--- config.mk ---
export PLATFORM = sky130hd
export DESIGN_NAME = timestamp_unit
export DESIGN_NICKNAME = d
export VERILOG_FILES = /design/src/rtl/timestamp_unit.sv
export SDC_FILE = /design/constraint.sdc
export NUM_CORES = 1
export LEC_CHECK = 0
export ABC_AREA = 1
export CORE_MARGIN = 5
export CORE_UTILIZATION = 52
export DETAILED_ROUTE_END_ITERATION = 10
export PLACE_DENSITY = 0.86
export SKIP_LAST_GASP = 1
export SLEW_MARGIN = 40
export SYNTH_ARGS = -nofsm -noshare
export SYNTH_HDL_FRONTEND = slang
export SYNTH_SLANG_ARGS = --single-unit
--- constraint.sdc ---
create_clock -name AXIS_ACLK -period 2.33 [get_ports AXIS_ACLK]
set_input_delay 0.466 -clock AXIS_ACLK [delete_from_list [all_inputs] [get_ports AXIS_ACLK]]
set_output_delay 0.466 -clock AXIS_ACLK [all_outputs]
set_load 0.02 [all_outputs]
--- src/rtl/timestamp_unit.sv ---
`default_nettype none
// ============================================================================
//  Module      : timestamp_unit
//  Description : Free-running timestamp counter with prescaler, wrap epoch
//                counter and per-channel trigger time capture with a
//                valid/ready handshake and sticky overrun flags.
//  Revision    : 1.0 - initial release
// ============================================================================
module timestamp_unit #(
    parameter int TIME_STAMP_WIDTH = 16,
    parameter int DIVIDE_NUM       = 5,
    parameter int N_CH             = 4,
    parameter int EPOCH_WIDTH      = 8
) (
    input  logic                             AXIS_ACLK,
    input  logic                             AXIS_ARESET,
    input  logic [1:0]                       EXEC_STATE,
    input  logic [N_CH-1:0]                  TRIG,
    output logic [TIME_STAMP_WIDTH-1:0]      O_CURRENT_TIME,
    output logic [EPOCH_WIDTH-1:0]           O_EPOCH,
    output logic                             O_TICK,
    output logic [N_CH*TIME_STAMP_WIDTH-1:0] CAP_TIME,
    output logic [N_CH-1:0]                  CAP_VALID,
    input  logic [N_CH-1:0]                  CAP_READY,
    output logic [N_CH-1:0]                  CAP_OVERRUN
);

    localparam int                          c_PS_W     = (DIVIDE_NUM > 1) ? $clog2(DIVIDE_NUM) : 1;
    localparam logic [c_PS_W-1:0]           c_PS_LAST  = c_PS_W'(DIVIDE_NUM - 1);
    localparam logic [TIME_STAMP_WIDTH-1:0] c_TIME_ONE = TIME_STAMP_WIDTH'(1);
    localparam logic [TIME_STAMP_WIDTH-1:0] c_TIME_MAX = '1;
    localparam logic [1:0]                  c_ST_INIT  = 2'b00;

    logic                        r_exec_run;
    logic                        r_time_en;
    logic [c_PS_W-1:0]           r_prescale;
    logic [TIME_STAMP_WIDTH-1:0] r_cur_time;
    logic [EPOCH_WIDTH-1:0]      r_epoch;
    logic                        r_tick;
    logic [N_CH-1:0]             r_trig_q;
    logic                        w_tick;
    logic [N_CH-1:0]             w_rise;

    assign w_tick = r_time_en && (r_prescale == c_PS_LAST);
    assign w_rise = TRIG & ~r_trig_q & {N_CH{r_time_en}};

    // Sample the run state, then register the enable one cycle later
    always_ff @(posedge AXIS_ACLK) begin
        if (AXIS_ARESET) begin
            r_exec_run <= 1'b0;
            r_time_en  <= 1'b0;
        end else begin
            r_exec_run <= (EXEC_STATE != c_ST_INIT);
            r_time_en  <= r_exec_run;
        end
    end

    // Prescaler: counts 0..DIVIDE_NUM-1 while enabled, parked at 0 otherwise
    always_ff @(posedge AXIS_ACLK) begin
        if (AXIS_ARESET || !r_time_en || w_tick) begin
            r_prescale <= '0;
        end else begin
            r_prescale <= r_prescale + 1'b1;
        end
    end

    // Timestamp and epoch; the time skips 0 on wrap since 0 means "no time"
    always_ff @(posedge AXIS_ACLK) begin
        if (AXIS_ARESET || !r_time_en) begin
            r_cur_time <= c_TIME_ONE;
            r_epoch    <= '0;
            r_tick     <= 1'b0;
        end else begin
            r_tick <= w_tick;
            if (w_tick) begin
                if (r_cur_time == c_TIME_MAX) begin
                    r_cur_time <= c_TIME_ONE;
                    r_epoch    <= r_epoch + 1'b1;
                end else begin
                    r_cur_time <= r_cur_time + 1'b1;
                end
            end
        end
    end

    // Trigger history for rising-edge detection
    always_ff @(posedge AXIS_ACLK) begin
        if (AXIS_ARESET) begin
            r_trig_q <= '0;
        end else begin
            r_trig_q <= TRIG;
        end
    end

    assign O_CURRENT_TIME = r_cur_time;
    assign O_EPOCH        = r_epoch;
    assign O_TICK         = r_tick;

    generate
        for (genvar gi = 0; gi < N_CH; gi++) begin : g_ch
            logic [TIME_STAMP_WIDTH-1:0] r_cap_time;
            logic                        r_cap_valid;
            logic                        r_cap_ovr;
            logic                        w_xfer;

            assign w_xfer = r_cap_valid & CAP_READY[gi];

            // Capture slot: an edge refills it if empty or draining this
            // cycle, otherwise it is dropped and flagged as an overrun
            always_ff @(posedge AXIS_ACLK) begin
                if (AXIS_ARESET) begin
                    r_cap_time  <= '0;
                    r_cap_valid <= 1'b0;
                    r_cap_ovr   <= 1'b0;
                end else begin
                    if (w_rise[gi]) begin
                        if (!r_cap_valid || w_xfer) begin
                            r_cap_time  <= r_cur_time;
                            r_cap_valid <= 1'b1;
                        end else begin
                            r_cap_ovr <= 1'b1;
                        end
                    end else if (w_xfer) begin
                        r_cap_valid <= 1'b0;
                    end
                    if (!r_time_en) begin
                        r_cap_ovr <= 1'b0;
                    end
                end
            end

            assign CAP_TIME[gi*TIME_STAMP_WIDTH +: TIME_STAMP_WIDTH] = r_cap_time;
            assign CAP_VALID[gi]                                    = r_cap_valid;
            assign CAP_OVERRUN[gi]                                  = r_cap_ovr;
        end
    endgenerate

endmodule
`default_nettype wire

==> impl_metrics.csv <==
group,metric,value,unit
place,globalplace.congestion,0.947,
critical_path,path_depth,1,
cts,cts.sinks,106,
synthesis,seq_area_frac_synth,50.2,%
power,swShare,24.6,%
detailed_routing,drt-initial-drc-count,206,
die,rows,32,
sta,fmax,0.477,GHz
detailed_routing,vias,3899,
place,placed_cells,733,
cts,cts-root-buf,"clkbuf_8",
sta,min_period_over_period,90.0,%
sta,skew,13.5,ps
cts,hold_buffers,0,
cts,post-cts-setup-buffers,0,
detailed_routing,wl,11400,um
cells_and_area,seq_area,2120,um2
sta,setup_violations,0,
cts,clk_pin_slew_worst_paths,100,ps
cells_and_area,multi_input_area,1720,um2
status,status,"finished clean",
critical_path,path_class,"register to output port",
sta,max-slew-margin-rel,66.7,%
sta,final_hold_viol_count,0,
die,die_h,100,um
critical_path,r2r-end,"O_EPOCH[6]",
cells_and_area,final_nets,658,
cells_and_area,drive_gt1_share,9.89,%
critical_path,reg2reg_from,"O_CURRENT_TIME[1]",
critical_path,rrSetupSlack,550,ps
grt,grt_pass1_wl,18500,um
critical_path,path_buf_inv,1,
detailed_routing,drc,0,
cells_and_area,most-common-layout-cells,"126 x nor2_1, 108 x clkdlybuf4s50_1, 106 x dfxtp_1",
critical_path,crit_start,"O_CURRENT_TIME[8]",
critical_path,arrival,1630,ps
grt,grt_pass1_vias,3824,
critical_path,crit_chain,"clkdlybuf4s50_1",
cts,cts_made_buffers,9,
cts,worstSkewPairLatency,370,ps
synthesis,synth_top_area_cell,"dfxtp_1",
critical_path,start_kind,"register",
critical_path,slowest_delay,700,ps
synthesis,syn_area,4220,um2
cells_and_area,fin_area,5570,um2
sta,slew_violations,0,
cells_and_area,diodes,0,
sta,fin_crit,2100,ps
synthesis,synth.top_cell.area_share,50.2,%
critical_path,worstSetupEndpoint,"O_CURRENT_TIME[8]",
power,fin_total_pwr,0.00349,W
power,power_density,626,nW/um2
critical_path,required,1860,ps
grt,grt_antenna_before_repair,0,
power,seqPwrFrac,54.3,%
cells_and_area,n_fill_cell,617,
cells_and_area,final_util,71.3,%
cells_and_area,final_cells,749,
critical_path,cp_top_family,"buffers and inverters",
place,portBuffers,108,
synthesis,ys_seq_elements,106,
grt,grt_start_max_net_pins,65,
cells_and_area,layout_commonest_cell,"nor2_1",
cts,cts_buffer_depth,2,
die,die_x,100,um
synthesis,ys.warnings.count,0,
detailed_routing,wl_per_cell,15.2,um
power,switchingPower,0.000860,W
worst_hold_path,hp-class,"register to register",
cts,htree_levels,3,
detailed_routing,dr.pass1.iters,5,
synthesis,netlist_instances,542,
power,pwr-share-clk,36.8,%
critical_path,rr_worst_depth,8,
place,dp_hpwl,8490,um
worst_hold_path,hold_depth,2,
power,ir_drop,0.287,mV
critical_path,crit_path_end_kind,"output port",
cts,ctsResizeCount,0,
power,combinationalPowerShare,8.9,%
critical_path,crit_slowest_cell,"clkdlybuf4s50_1",
die,core,7810,um2
sta,setup-tns-final,0,ps
die,io_pins,109,
synthesis,synthTopCellsByArea,"dfxtp_1 50%, nor2_1 11%, o21ai_0 7.0%, a21oi_1 4.7%, nand2_1 4.5%",
synthesis,yosysUniqueCellTypes,25,
sta,tightestPinTransition,500,ps
die,start_util,54.1,%
power,leakagePower,2.13,nW
die,die_area,10000,um2
power,p_int,0.00263,W
cells_and_area,area_growth,31.8,%
detailed_routing,viasPerCell,5.21,
cts,cts_tree,"yes",
run,cap_violations,0,
synthesis,syn-num-nets,558,
place,dpl-instance-area,5330,um2
critical_path,cp_max_fo,8,
grt,grt_overflow,0,
grt,grt_usage,22.8,%
synthesis,avgSynthCellArea,7.79,um2
sta,rsz0062_at_grt,"false",
detailed_routing,ant_nets,0,
==> power groups by stage <==
stage	Sequential, W	Combinational [W]	Clock, W
5_1_grt	0.00190	0.000337	0.00137
4_1_cts	0.00189	0.000312	0.00130
3_5_place_dp	0.00194	0.000309	0
2_1_floorplan	0.00198	0.000121	0
3_3_place_gp	0.00193	0.000300	0
6_report	0.00190	0.000310	0.00128
==> registers in the layout, summed over array words and instances, names as in the netlist <==
| signal | cells |
|---|---|
| r_time_en | 1 |
| r_prescale | 3 |
| r_trig_q | 4 |
| O_CURRENT_TIME | 16 |
| O_TICK | 1 |
| g_ch.r_cap_time | 64 |
| g_ch.r_cap_valid | 4 |
| r_exec_run | 1 |
| g_ch.r_cap_ovr | 4 |
| O_EPOCH | 8 |
==> worst min-delay path by stage <==
| stage | slack (ps) | start | to |
|---|---|---|---|
| after floorplan | 390 | r_exec_run | r_time_en |
| after global placement | 390 | r_exec_run | r_time_en |
| after detailed placement | 400 | r_exec_run | r_time_en |
| after CTS | 410 | r_exec_run | r_time_en |
| after global routing | 450 | r_exec_run | r_time_en |
| final | 410 | r_exec_run | r_time_en |
==> routing by layer <==
layer / GRT usage (%) / routed length (um)
met1: 28.2 / 4690
met3: 5.49 / 937
met4: 9.53 / 239
met2: 38.2 / 5510
met5: 0 / 0
==> synth_stat cells (all sizes together) <==
| cell type | count |
|---|---|
| o21ai | 68 |
| dfxtp | 106 |
| nor3 | 7 |
| a21oi | 40 |
| nand3 | 19 |
| xnor2 | 2 |
| nor2 | 140 |
| nand2 | 62 |
| ha | 4 |
| clkbuf | 12 |
| buf | 17 |
| inv | 53 |
| xor2 | 5 |
| clkinv | 1 |
| nand4 | 6 |
==> kinds of logic after synthesis <==
family	synth area share, %
buf+inv	8.95
xor+xnor	1.45
flops	50.2
fa+ha+maj	1.18
compound gates	12.8
simple gates	25.4
==> cell type report <==
type / instances / area share, %
clock buffers: 9 / 2.22
clock inverters: 7 / 2.02
inverters: 54 / 3.64
multi-input cells: 353 / 31.0
flip-flops and latches: 106 / 38.1
well taps: 102 / 2.29
repair buffers: 118 / 20.8
==> stage by stage <==
| step | hold WS, ps | worst slack, ps |
|---|---|---|
| after floorplan | 388 | 723 |
| after global placement | 391 | 424 |
| after detailed placement | 398 | 343 |
| after CTS | 413 | 211 |
| after global routing | 446 | 166 |
| final | 408 | 233 |
Note: power is estimated with default switching activity, not from simulation.
